## config.mk

```make
export PLATFORM = sky130hd
export DESIGN_NAME = fp_div_d
export DESIGN_NICKNAME = d
export VERILOG_FILES = /design/src/rtl/fp_div_d.sv
export SDC_FILE = /design/constraint.sdc
export NUM_CORES = 1
export LEC_CHECK = 0
export ABC_AREA = 1
export CAP_MARGIN = 20
export CORE_UTILIZATION = 63
export DETAILED_ROUTE_END_ITERATION = 7
export GPL_TIMING_DRIVEN = 0
export PLACE_DENSITY = 0.88
export SLEW_MARGIN = 20
export SYNTH_ARGS = -nofsm -noshare
export SYNTH_HDL_FRONTEND = slang
export SYNTH_SLANG_ARGS = --single-unit
```

## constraint.sdc

```tcl
create_clock -name clk -period 8.2 [get_ports clk]
set_clock_uncertainty 0.1 [all_clocks]
set_input_delay 1.64 -clock clk [delete_from_list [all_inputs] [get_ports clk]]
set_output_delay 1.64 -clock clk [all_outputs]
set_load 0.01 [all_outputs]
```

## src/rtl/fp_div_d.sv

```systemverilog
// ---------------------------------------------------------------------------
// fp_div_d
//
// Iterative IEEE 754 double-precision divider, result = a / b, with
// round-to-nearest-even. It develops one quotient bit per clock using radix-2
// restoring division. Operands and results move through valid/ready
// handshakes.
//
// Number-format rules are the same as the companion double multiplier:
//   - A subnormal operand (exponent field 0) is treated as a signed zero.
//   - Every NaN result is the canonical 0x7FF8000000000000.
//   - Overflow saturates to a signed infinity.
//   - Underflow flushes to a signed zero. No subnormal result is produced.
//
// Ports
//   clk        in   1   single clock, rising edge
//   rst        in   1   synchronous active-high reset
//   in_valid   in   1   operands a/b valid
//   in_ready   out  1   idle and able to accept operands
//   a          in   64  dividend (double)
//   b          in   64  divisor (double)
//   out_valid  out  1   result valid, held until out_ready
//   out_ready  in   1   consumer accepts result
//   result     out  64  quotient (double)
//   flag_nv    out  1   invalid operation (NaN operand, 0/0, inf/inf)
//   flag_dz    out  1   divide by zero (finite nonzero / zero)
//
// Latency from the accepting edge to out_valid, counting the accepting edge
// as edge 1:
//   - normal operands: 57 edges
//   - special cases:   1 edge
// ---------------------------------------------------------------------------
module fp_div_d #(
    parameter int QBITS = 55
) (
    input  logic        clk,
    input  logic        rst,
    input  logic        in_valid,
    output logic        in_ready,
    input  logic [63:0] a,
    input  logic [63:0] b,
    output logic        out_valid,
    input  logic        out_ready,
    output logic [63:0] result,
    output logic        flag_nv,
    output logic        flag_dz
);

    localparam logic [1:0] S_IDLE = 2'd0;
    localparam logic [1:0] S_DIV  = 2'd1;
    localparam logic [1:0] S_RND  = 2'd2;
    localparam logic [1:0] S_DONE = 2'd3;

    localparam logic [63:0] CANON_NAN = 64'h7FF8_0000_0000_0000;

    logic [1:0]       state_q, state_d;
    logic             sign_q,  sign_d;
    logic [12:0]      exp_q,   exp_d;
    logic [52:0]      mb_q,    mb_d;
    logic [53:0]      rem_q,   rem_d;
    logic [QBITS-1:0] quo_q,   quo_d;
    logic [5:0]       cnt_q,   cnt_d;
    logic [63:0]      result_q, result_d;
    logic             nv_q,    nv_d;
    logic             dz_q,    dz_d;

    // -----------------------------------------------------------------------
    // Operand classification
    // -----------------------------------------------------------------------
    logic [10:0] a_exp, b_exp;
    logic [51:0] a_frac, b_frac;
    logic        a_nan, a_inf, a_zero;
    logic        b_nan, b_inf, b_zero;
    logic        sign_in;

    always_comb begin
        a_exp   = a[62:52];
        b_exp   = b[62:52];
        a_frac  = a[51:0];
        b_frac  = b[51:0];
        a_nan   = (&a_exp) && (|a_frac);
        a_inf   = (&a_exp) && !(|a_frac);
        a_zero  = !(|a_exp);
        b_nan   = (&b_exp) && (|b_frac);
        b_inf   = (&b_exp) && !(|b_frac);
        b_zero  = !(|b_exp);
        sign_in = a[63] ^ b[63];
    end

    // -----------------------------------------------------------------------
    // Special-case results. The order of the checks sets their priority.
    // A subnormal operand already decodes as zero, so it falls into the
    // zero cases here.
    // -----------------------------------------------------------------------
    logic        spec_hit;
    logic [63:0] spec_res;
    logic        spec_nv;
    logic        spec_dz;

    always_comb begin
        spec_hit = 1'b1;
        spec_res = 64'd0;
        spec_nv  = 1'b0;
        spec_dz  = 1'b0;
        if (a_nan || b_nan) begin
            spec_res = CANON_NAN;
            spec_nv  = 1'b1;
        end else if ((a_inf && b_inf) || (a_zero && b_zero)) begin
            spec_res = CANON_NAN;
            spec_nv  = 1'b1;
        end else if (a_inf) begin
            spec_res = {sign_in, 11'h7FF, 52'd0};
        end else if (b_inf) begin
            spec_res = {sign_in, 63'd0};
        end else if (b_zero) begin
            spec_res = {sign_in, 11'h7FF, 52'd0};
            spec_dz  = 1'b1;
        end else if (a_zero) begin
            spec_res = {sign_in, 63'd0};
        end else begin
            spec_hit = 1'b0;
        end
    end

    // -----------------------------------------------------------------------
    // One restoring division step.
    //
    // The partial remainder is always below 2*mb, so 54 bits are enough.
    // After a successful subtraction it is below mb, so the left shift never
    // loses a set bit. The final zero test on the remainder therefore stays
    // exact, even though the last step shifts as well.
    // -----------------------------------------------------------------------
    logic [54:0] trial;
    logic        q_bit;
    logic [53:0] rem_sel;
    logic [53:0] rem_shift;

    always_comb begin
        trial     = {1'b0, rem_q} - {2'b00, mb_q};
        q_bit     = !trial[54];
        rem_sel   = q_bit ? trial[53:0] : rem_q;
        rem_shift = rem_sel << 1;
    end

    // -----------------------------------------------------------------------
    // Normalise, round to nearest even, then range-check the result.
    //
    // The quotient lies in (0.5, 2) scaled by 2^54. When the top bit is
    // clear, the result needs one extra left shift and the exponent drops
    // by one.
    // -----------------------------------------------------------------------
    logic [52:0] mant;
    logic        guard_bit;
    logic        sticky_bit;
    logic        inc;
    logic [53:0] mant_sum;
    logic [12:0] e_pre;
    logic [12:0] e_rnd;
    logic [51:0] frac_rnd;
    logic [63:0] rnd_res;

    always_comb begin
        if (quo_q[QBITS-1]) begin
            mant       = quo_q[QBITS-1:QBITS-53];
            guard_bit  = quo_q[1];
            sticky_bit = quo_q[0] | (|rem_q);
            e_pre      = exp_q;
        end else begin
            mant       = quo_q[QBITS-2:QBITS-54];
            guard_bit  = quo_q[0];
            sticky_bit = |rem_q;
            e_pre      = exp_q - 13'd1;
        end

        inc      = guard_bit & (sticky_bit | mant[0]);
        mant_sum = {1'b0, mant} + {53'd0, inc};

        // A carry out of 53 bits leaves an exact power of two.
        if (mant_sum[53]) begin
            frac_rnd = mant_sum[52:1];
            e_rnd    = e_pre + 13'd1;
        end else begin
            frac_rnd = mant_sum[51:0];
            e_rnd    = e_pre;
        end

        if ($signed(e_rnd) >= 13'sd2047) begin
            rnd_res = {sign_q, 11'h7FF, 52'd0};
        end else if ($signed(e_rnd) <= 13'sd0) begin
            rnd_res = {sign_q, 63'd0};
        end else begin
            rnd_res = {sign_q, e_rnd[10:0], frac_rnd};
        end
    end

    // -----------------------------------------------------------------------
    // Control and datapath next-state logic.
    // -----------------------------------------------------------------------
    always_comb begin
        state_d  = state_q;
        sign_d   = sign_q;
        exp_d    = exp_q;
        mb_d     = mb_q;
        rem_d    = rem_q;
        quo_d    = quo_q;
        cnt_d    = cnt_q;
        result_d = result_q;
        nv_d     = nv_q;
        dz_d     = dz_q;

        case (state_q)
            S_IDLE: begin
                if (in_valid) begin
                    sign_d = sign_in;
                    nv_d   = 1'b0;
                    dz_d   = 1'b0;
                    if (spec_hit) begin
                        result_d = spec_res;
                        nv_d     = spec_nv;
                        dz_d     = spec_dz;
                        state_d  = S_DONE;
                    end else begin
                        // Biased exponent of the quotient. It is kept signed
                        // so that overflow and underflow remain visible
                        // until rounding.
                        exp_d   = {2'b00, a_exp} - {2'b00, b_exp} + 13'd1023;
                        mb_d    = {1'b1, b_frac};
                        rem_d   = {2'b01, a_frac};
                        quo_d   = '0;
                        cnt_d   = 6'd54;
                        state_d = S_DIV;
                    end
                end
            end
            S_DIV: begin
                quo_d = {quo_q[QBITS-2:0], q_bit};
                rem_d = rem_shift;
                if (cnt_q == 6'd0) begin
                    state_d = S_RND;
                end else begin
                    cnt_d = cnt_q - 6'd1;
                end
            end
            S_RND: begin
                result_d = rnd_res;
                state_d  = S_DONE;
            end
            S_DONE: begin
                if (out_ready) begin
                    state_d = S_IDLE;
                end
            end
            default: begin
                state_d = S_IDLE;
            end
        endcase
    end

    // -----------------------------------------------------------------------
    // State registers. A reset abandons any division in progress without
    // producing an output.
    // -----------------------------------------------------------------------
    always_ff @(posedge clk) begin
        if (rst) begin
            state_q  <= S_IDLE;
            sign_q   <= 1'b0;
            exp_q    <= '0;
            mb_q     <= '0;
            rem_q    <= '0;
            quo_q    <= '0;
            cnt_q    <= '0;
            result_q <= '0;
            nv_q     <= 1'b0;
            dz_q     <= 1'b0;
        end else begin
            state_q  <= state_d;
            sign_q   <= sign_d;
            exp_q    <= exp_d;
            mb_q     <= mb_d;
            rem_q    <= rem_d;
            quo_q    <= quo_d;
            cnt_q    <= cnt_d;
            result_q <= result_d;
            nv_q     <= nv_d;
            dz_q     <= dz_d;
        end
    end

    assign in_ready  = (state_q == S_IDLE);
    assign out_valid = (state_q == S_DONE);
    assign result    = result_q;
    assign flag_nv   = nv_q;
    assign flag_dz   = dz_q;

endmodule

```

==> reports/qor_table.md, run 1 <==
| Step | Item | This run |
| --- | --- | --- |
| clocking | Inserted Clock Buffers | 27 |
| power | VDD IR-drop max | 0.000273 V |
| placement | Cell area after placement | 21200 um2 |
| cells and area | Area growth from synthesis to final layout | 18.0% |
| placement | Detailed placement HPWL | 53000 um |
| drt | DRC Markers | 0 |
| synth | Cell taking the most area after synthesis | sky130_fd_sc_hd__dfxtp_1 |
| clocking | Count of hold-fix buffers inserted at cts | 0 |
| drt | Via density per instance | 6.05 |
| drt | Number of violations reported at the end of detailed-routing iteration 0 | 3255 |
| drt | Top routing layer in use | met4 |
| power | Leakage power total | 9.15 nW |
| job | MaxCap Viol Count | 0 |
| drt | Total wire length | 69200 um |
| cells and area | Commonest cells after routing, fill and taps aside | sky130_fd_sc_hd__nand2_1 (759), sky130_fd_sc_hd__inv_1 (377), sky130_fd_sc_hd__nor2_1 (376), sky130_fd_sc_hd__a21oi_1 (335), sky130_fd_sc_hd__o21ai_0 (281) |
| drt | Post-Route M1 WL | 29000 um |
| sta | Final total negative setup slack | 0 ns |
| worst setup path | Data arrival at the endpoint of the critical path | 6.36 ns |
| sta | Max-Slew Margin vs Limit | 25.1% |
| clocking | Buffers inserted during post-CTS setup optimization | 0 |
| synth | Yosys cell types | 54 |
| drt | Wire length on met2 | 28300 um |
| worst setup path | Minimum setup slack among reg-to-reg paths | 3.54 ns |
| synth | Total of warnings raised by yosys | 0 |
| floorplan | Num ports | 200 |
| drt | Post-DRT Antenna Nets | 0 |
| worst setup path | Worst-path cell with the longest stage delay | sky130_fd_sc_hd__nand2_1 |
| sta | Maximum operating frequency | 0.167 GHz |
| synth | Biggest area contributors in the synthesized netlist | sky130_fd_sc_hd__dfxtp_1 (27%), sky130_fd_sc_hd__nand2_1 (15%), sky130_fd_sc_hd__a21oi_1 (8.9%) |
| synth | Post-synth EDFFs | 0 |
| global routing | Pin count of the biggest net entering global routing | 15 |
| synth | Post-synthesis instance total | 3077 |
| worst setup path | Crit end category | flip-flop |
| placement | Final estimated routing congestion in global placement | 1.09 |
| synth | Sequential share of the synthesized area | 26.7% |
| floorplan | Core outline area | 29000 um2 |
| worst setup path | Launching element type of the critical path | input pin |
| clocking | Maximum count of clock buffers along a single path | 3 |
| floorplan | FP Rows | 62 |
| cells and area | Post-Layout Inst Area | 22100 um2 |
| synth | Area share of the largest cell type after synthesis | 26.7% |
| sta | Final Hold Vio Count | 0 |
| sta | Final count of pins violating max slew | 0 |
| cells and area | Leading cell type in the layout, fill and taps excluded | sky130_fd_sc_hd__nand2_1 |
| clocking | Sinks on the clock net | 250 |
| drt | First-pass iteration count of the detailed router | 7 |
| worst setup path | Cell occurring most often along the worst timing path | sky130_fd_sc_hd__nand2_1 |
| cells and area | Number of nets in the finished design | 3512 |
| synth | Mapped Avg Cell Area | 6.09 um2 |
| drt | Count of vias placed by the detailed router | 22400 |
| floorplan | Floorplan die height | 174 um |
| run status | Result of the run | finished clean |
| sta | Post-route fraction of the period consumed by the critical path | 73.2% |
| global routing | Grt ovf | 0 |
| clocking | Clock slew seen by the registers of the worst setup and hold paths | 0.07 ns |
| global routing | Number of global-route vias before repair | 20500 |
| floorplan | Horizontal die dimension | 174 um |
| floorplan | Area of the die | 30400 um2 |
| cells and area | Inserted Diodes | 0 |
| synth | Synthesized flop and latch total | 250 |
| global routing | GRT Total Usage | 44.3% |
| sta | Actual slew at the worst max-slew pin | 1.11 ns |
| cells and area | Sequential Area | 5000 um2 |
| synth | Prevailing post-synth register cell | sky130_fd_sc_hd__dfxtp_1 |
| sta | Final setup violating endpoints | 0 |
| clocking | Clock latency of the later-clocked register in the worst-skew pair | 0.56 ns |
| worst setup path | CP Cell Sequence | clkdlybuf4s50_1 -> nor2_1 -> nand3_1 -> nor3b_1 -> nand2_1 -> nor2_1 -> nand2_1 -> nand2_1 -> nand2_1 -> inv_1 -> nand3_1 -> nand2_1 -> inv_2 -> nor2_1 -> clkbuf_1 -> clkbuf_1 -> nand2_1 -> a21oi_1 |
| worst setup path | Data required time at the worst endpoint | 8.56 ns |
| sta | Time the final worst path needs with I/O delays and setup | 6.00 ns |
| worst setup path | Maximum fanout count along the critical path | 10 |
| worst setup path | Setup CP Type | input pin to flip-flop |
| clocking | Cells resized by post-CTS repair | 0 |
| cells and area | Core utilization of the finished layout | 76.2% |
| clocking | Count of H-tree levels built during CTS | 1 |
| clocking | Clk Tree Root Cell | sky130_fd_sc_hd__clkbuf_16 |
| cells and area | Area used by multi-input combinational logic | 11600 um2 |
| synth | Syn Std Cell Area | 18700 um2 |
| floorplan | Initial standard-cell utilization of the core | 64.6% |
| sta | Unrepaired setup endpoints after global routing | false |
| placement | Number of buffer cells added on primary ports | 198 |
| global routing | Antenna violations before repair | 0 |
| clocking | TritonCTS clock tree | done |
| worst setup path | Critical path's largest stage delay | 0.52 ns |
| cells and area | Layout fillers | 2259 |
| worst hold path | Path class of the lowest-slack min-delay path | flip-flop to flip-flop |
| power | Total power per unit cell area | 356 nW/um2 |
| worst setup path | Kind of cell adding the most delay to the critical path | simple AND/OR/NAND/NOR gates |
| synth | Synthesized net count | 3285 |
| worst setup path | CP Buf/Inv Count | 5 |
| global routing | Global-route wire length before repair | 108000 um |
| drt | Routed length on met3 | 9480 um |
| cells and area | Share of post-route cells with drive strength above 1 | 4.03% |
| synth | Asr flop ratio synth | 0% |
| drt | WL per Instance | 18.7 um |
## worst paths after layout
path / start / cells past startpoint / end
hold reg to reg: result[29]$_SDFFE_PP0P_ / 2 / result[29]$_SDFFE_PP0P_
hold / removal: result[29]$_SDFFE_PP0P_ / 2 / result[29]$_SDFFE_PP0P_
setup reg to reg: rem_q[0]$_SDFFE_PP0P_ / 16 / rem_q[37]$_SDFFE_PP0P_
setup / recovery: a[31] / 18 / quo_q[48]$_SDFFE_PP0P_
## synth_stat cells, types with 3 or more instances
library cell,number
sky130_fd_sc_hd__o21a_1,5
sky130_fd_sc_hd__xor2_1,53
sky130_fd_sc_hd__nor4_1,35
sky130_fd_sc_hd__ha_1,74
sky130_fd_sc_hd__a221oi_1,5
sky130_fd_sc_hd__a31oi_1,13
sky130_fd_sc_hd__clkbuf_1,83
sky130_fd_sc_hd__o221ai_1,3
sky130_fd_sc_hd__or2_2,10
sky130_fd_sc_hd__a21boi_0,11
sky130_fd_sc_hd__o21ai_1,30
sky130_fd_sc_hd__nor3_1,27
sky130_fd_sc_hd__nand3_1,127
sky130_fd_sc_hd__inv_1,377
sky130_fd_sc_hd__nand3b_1,5
sky130_fd_sc_hd__o21ai_0,281
sky130_fd_sc_hd__o21ai_2,3
sky130_fd_sc_hd__nand2_1,759
sky130_fd_sc_hd__nor2_2,13
sky130_fd_sc_hd__nand3_2,12
sky130_fd_sc_hd__nand4_1,40
sky130_fd_sc_hd__dlygate4sd1_1,6
sky130_fd_sc_hd__buf_6,18
sky130_fd_sc_hd__a211oi_1,7
sky130_fd_sc_hd__nor2_1,376
sky130_fd_sc_hd__nor3b_1,4
sky130_fd_sc_hd__nand2_2,5
sky130_fd_sc_hd__xnor2_1,28
sky130_fd_sc_hd__buf_4,6
sky130_fd_sc_hd__a21o_1,14
sky130_fd_sc_hd__buf_2,3
sky130_fd_sc_hd__a21oi_2,9
sky130_fd_sc_hd__buf_1,6
sky130_fd_sc_hd__a21oi_1,335
sky130_fd_sc_hd__o211ai_1,11
sky130_fd_sc_hd__dfxtp_1,250
sky130_fd_sc_hd__o21bai_1,7
## worst register-to-register path: cells and delay by family (launching register included)
| family | cells | cell delay (ns) |
|---|---|---|
| flops | 1 | 0.38 |
| fa+ha+maj | 2 | 0.64 |
| simple gates | 5 | 0.81 |
| compound gates | 6 | 1.39 |
| buf+inv | 3 | 1.23 |
## state kept, by name, summed over array words and instances (netlist names)
name	cells
state_q	2
quo_q	55
mb_q	53
cnt_q	6
flag_nv	1
rem_q	54
exp_q	13
result	64
sign_q	1
flag_dz	1
## per-stage QoR
stage / cells / worst slack [ns] / power [mW] / hold WS [ns]
CTS: 3706 / 2.50 / 7.61 / 0.365
global placement: 3659 / 2.19 / 6.17 / 0.347
finish: 3706 / 2.20 / 7.86 / 0.370
global route: 3706 / 2.09 / 8.32 / 0.384
floorplan: 3077 / 4.37 / 4.93 / 0.335
detailed placement: 3659 / 2.08 / 6.28 / 0.356
## per-layer routing
layer	vias to the layer above	global-route usage, %
li1	10500	-
met1	10200	62.6
met2	1587	65.6
met3	187	10.3
met4	0	15.3
met5	-	0
## power by group
part | switching (mW) | internal [mW]
sequential | 0.188 | 1.44
clock | 0.541 | 0.752
combinational | 3.42 | 1.52
total | 4.15 | 3.71
## logic make-up after synthesis
group                      Yosys count  synth area share (%)
muxes                                1                0.0534
buffers and inverters              508                  11.5
adders and majority gates           76                  5.15
and+or+nand+nor                   1421                  31.7
xor gates and xnor gates            82                  3.87
DFF                                250                  26.7
AOI/OAI and AO/OA                  739                  21.0
## final cells by class
cell class / instances / share of cell area, %
Multi-Input combinational cell: 2319 / 52.4
Sequential cell: 250 / 22.6
Timing Repair Buffer: 198 / 8.96
Inverter: 381 / 6.49
Clock buffer: 37 / 3.50
Buffer: 127 / 3.25
Tap cell: 384 / 2.17
Clock inverter: 10 / 0.628
Note: power is estimated with default switching activity, not from simulation.
==> run 2: changes to the inputs <==
CORE_UTILIZATION = 53   (was 63)
PLACE_DENSITY = 0.78   (was 0.88)
clock period = 5.2 ns   (was 8.2 ns; I/O delays follow)
==> run 2 against run 1 <==
Register-to-register slack lost 3.2 ns; die area grew 19%; sequential cell count is the same; via count shrank 3.1%; critical endpoint is now quo_q[32]$_SDFFE_PP0P_; largest power group unchanged; cell count grew 1.9%; total power grew 57%; wire length grew 2.9%; largest cell class unchanged; setup slack lost 2.0 ns.
==> reports/qor_table.md, run 2 (same netlist as run 1, synthesis figures left out) <==
| Step | Item | This run | vs previous |
| --- | --- | --- | --- |
| global routing | Met1 track demand over resource | 57.0% | was 62.6% |
| clocking | TritonCTS clock tree | done | unchanged |
| worst setup path | Crit end category | flip-flop | unchanged |
| clocking | Clock slew seen by the registers of the worst setup and hold paths | 0.06 ns | was 0.07 ns |
| sta | Unrepaired setup endpoints after global routing | false | unchanged |
| global routing | Pin count of the biggest net entering global routing | 14 | was 15 |
| drt | WL per Instance | 18.8 um | was 18.7 um |
| global routing | Grt ovf | 0 | unchanged |
| worst setup path | Critical path launch point | a[31] | unchanged |
| sta | Time the final worst path needs with I/O delays and setup | 5.04 ns |  |
| worst setup path | Crit path to | quo_q[32]$_SDFFE_PP0P_ | was quo_q[48]$_SDFFE_PP0P_ |
| placement | Final estimated routing congestion in global placement | 0.998 | was 1.09 |
| worst setup path | Depth of the worst register-to-register path | 16 | unchanged |
| worst setup path | Data arrival at the endpoint of the critical path | 5.42 ns | was 6.36 ns |
| sta | Final Hold Vio Count | 0 | unchanged |
| global routing | Global-route wire length before repair | 109000 um | was 108000 um |
| cells and area | Inserted Diodes | 0 | unchanged |
| sta | Final setup violating endpoints | 0 | unchanged |
| worst hold path | Path class of the lowest-slack min-delay path | flip-flop to flip-flop | unchanged |
| sta | Actual slew at the worst max-slew pin | 1.19 ns | was 1.11 ns |
| sta | Max-Slew Margin vs Limit | 19.6% | was 25.1% |
| placement | Cell area after placement | 21300 um2 | was 21200 um2 |
| cells and area | Area growth from synthesis to final layout | 18.4% | was 18.0% |
| cells and area | Core utilization of the finished layout | 64.1% | was 76.2% |
| drt | DRC Markers | 0 | unchanged |
| sta | Final count of pins violating max slew | 0 | unchanged |
| global routing | Met2 track utilization from global routing | 54.7% | was 65.6% |
| global routing | Number of global-route vias before repair | 19900 | was 20500 |
| global routing | GRT Total Usage | 38.6% | was 44.3% |
| clocking | Clock latency of the later-clocked register in the worst-skew pair | 0.56 ns | about the same |
| cells and area | Post-Layout Inst Area | 22200 um2 | was 22100 um2 |
| cells and area | Number of nets in the finished design | 3512 | unchanged |
| sta | Post-route fraction of the period consumed by the critical path | 96.9% |  |
| sta | Worst hold slack | 0.368 ns | was 0.370 ns |
| clocking | Count of H-tree levels built during CTS | 1 | unchanged |
| worst setup path | Endpoint of the most critical register-to-register path | rem_q[37]$_SDFFE_PP0P_ | unchanged |
| global routing | Global routing met3 resource utilization | 8.02% | was 10.3% |
| sta | Maximum operating frequency | 0.198 GHz |  |
| power | Leakage power total | 9.15 nW | about the same |
| floorplan | Floorplan die height | 190 um | was 174 um |
| cells and area | Leading cell type in the layout, fill and taps excluded | sky130_fd_sc_hd__nand2_1 | unchanged |
| worst setup path | Launching element type of the critical path | input pin | unchanged |
| clocking | Count of hold-fix buffers inserted at cts | 0 | unchanged |
| placement | Detailed placement HPWL | 57100 um | was 53000 um |
| worst setup path | Minimum setup slack among reg-to-reg paths | 0.34 ns | was 3.54 ns |
| clocking | Sinks on the clock net | 250 | unchanged |
| global routing | Most Crowded Layer GR | met1 | was met2 |
| drt | Via density per instance | 5.76 | was 6.05 |
| floorplan | Area of the die | 36100 um2 | was 30400 um2 |
| placement | Number of buffer cells added on primary ports | 198 | unchanged |
| clocking | Inserted Clock Buffers | 27 | unchanged |
| power | Total power per unit cell area | 556 nW/um2 | was 356 nW/um2 |
| worst setup path | Data required time at the worst endpoint | 5.58 ns | was 8.56 ns |
| drt | Total wire length | 71200 um | was 69200 um |
| cells and area | Share of post-route cells with drive strength above 1 | 4.15% | was 4.03% |
| floorplan | FP Rows | 68 | was 62 |
| run status | Result of the run | finished clean | unchanged |
| drt | Count of vias placed by the detailed router | 21700 | was 22400 |
| cells and area | Number of flip-flops under the largest register name | 64 | unchanged |
| floorplan | Num ports | 200 | unchanged |
| drt | Number of violations reported at the end of detailed-routing iteration 0 | 2623 | was 3255 |
| worst setup path | Maximum fanout count along the critical path | 10 | unchanged |
| worst setup path | Setup CP Type | input pin to flip-flop | unchanged |
| floorplan | Core outline area | 34600 um2 | was 29000 um2 |
| job | MaxCap Viol Count | 0 | unchanged |
| drt | Post-DRT Antenna Nets | 0 | unchanged |
| drt | First-pass iteration count of the detailed router | 6 | was 7 |
| floorplan | Horizontal die dimension | 190 um | was 174 um |
| worst setup path | Worst reg2reg path startpoint | rem_q[0]$_SDFFE_PP0P_ | unchanged |
| power | VDD IR-drop max | 0.000423 V | was 0.000273 V |
| floorplan | Initial standard-cell utilization of the core | 54.1% | was 64.6% |
| global routing | Antenna violations before repair | 0 | unchanged |
| clocking | Maximum count of clock buffers along a single path | 3 | unchanged |
| cells and area | Commonest cells after routing, fill and taps aside | sky130_fd_sc_hd__nand2_1 (759), sky130_fd_sc_hd__inv_1 (377), sky130_fd_sc_hd__nor2_1 (376), sky130_fd_sc_hd__a21oi_1 (335), sky130_fd_sc_hd__o21ai_0 (281) | unchanged |
| clocking | Clk Tree Root Cell | sky130_fd_sc_hd__clkbuf_16 | unchanged |
==> run 2: changes by cell type in the layout (fill, tap and decap cells not counted), sizes merged <==
cell	previous run	this run
clkinv	6	7
clkinvlp	1	2
bufinv	3	1
==> run 2: final cells by class <==
cell class	instances	area, um2
tap	455	569
multi-input combinational	2319	11600
clock buffer	37	803
fill	3199	12400
buffer	127	719
inverter	381	1440
clock inverter	10	87.6
timing repair buffer	198	1980
sequential	250	5000
==> run 2: worst min-delay path by stage <==
stage                                  startpoint                      end  slack [ns]  depth (start not counted)
after floorplan             mb_q[10]$_SDFFE_PP0P_    mb_q[10]$_SDFFE_PP0P_        0.34                          2
after global placement       mb_q[3]$_SDFFE_PP0P_     mb_q[3]$_SDFFE_PP0P_        0.35                          2
after detailed placement  result[40]$_SDFFE_PP0P_  result[40]$_SDFFE_PP0P_        0.36                          2
after CTS                 result[40]$_SDFFE_PP0P_  result[40]$_SDFFE_PP0P_        0.37                          2
after global routing      result[44]$_SDFFE_PP0P_  result[44]$_SDFFE_PP0P_        0.38                          2
final                     result[40]$_SDFFE_PP0P_  result[40]$_SDFFE_PP0P_        0.37                          2
==> run 2: what timing repair did <==
action                     CTS  global route
resized for setup            0             1
setup buffers                0             0
setup endpoints to repair    0            35
==> run 2: critical path, stage by stage <==
cell	delay, ns
sky130_fd_sc_hd__clkdlybuf4s50_1	0.42
sky130_fd_sc_hd__nor2_1	0.11
sky130_fd_sc_hd__nand3_1	0.20
sky130_fd_sc_hd__nor3b_1	0.30
sky130_fd_sc_hd__nand2_1	0.10
sky130_fd_sc_hd__nor2_1	0.45
sky130_fd_sc_hd__nand2_1	0.12
sky130_fd_sc_hd__nand2_1	0.08
sky130_fd_sc_hd__nand2_1	0.06
sky130_fd_sc_hd__inv_1	0.10
sky130_fd_sc_hd__nand3_1	0.14
sky130_fd_sc_hd__nand2_1	0.40
sky130_fd_sc_hd__inv_2	0.29
sky130_fd_sc_hd__nor2_1	0.38
sky130_fd_sc_hd__clkbuf_1	0.49
sky130_fd_sc_hd__clkbuf_1	0.40
sky130_fd_sc_hd__nand2_1	0.12
sky130_fd_sc_hd__a21oi_1	0.18
==> run 2: power by group <==
part           leakage (nW)  switching [mW]  internal (mW)
Clock                 0.441           0.830           1.12
Sequential             2.04           0.284           2.27
Combinational          6.66            5.43           2.40
==> run 2: metal layers <==
| metal | wire [um] | share of wire [%] | up-vias |
|---|---|---|---|
| li1 | - | - | 10500 |
| met1 | 32600 | 46 | 9964 |
| met2 | 28100 | 39 | 1161 |
| met3 | 8070 | 11 | 148 |
| met4 | 2250 | 3.2 | 2 |
| met5 | 119 | 0.17 | - |
==> run 2: through the flow <==
stage	cells	setup slack, ns	power [mW]	TNS (ns)
final	3777	0.160	12.3	0
after floorplan	3077	1.97	7.78	0
after detailed placement	3730	-0.326	10.1	-10.72
after global routing	3777	0.0850	13.2	0
after global placement	3730	-0.171	9.92	-5.83
after CTS	3777	0.195	12.1	0
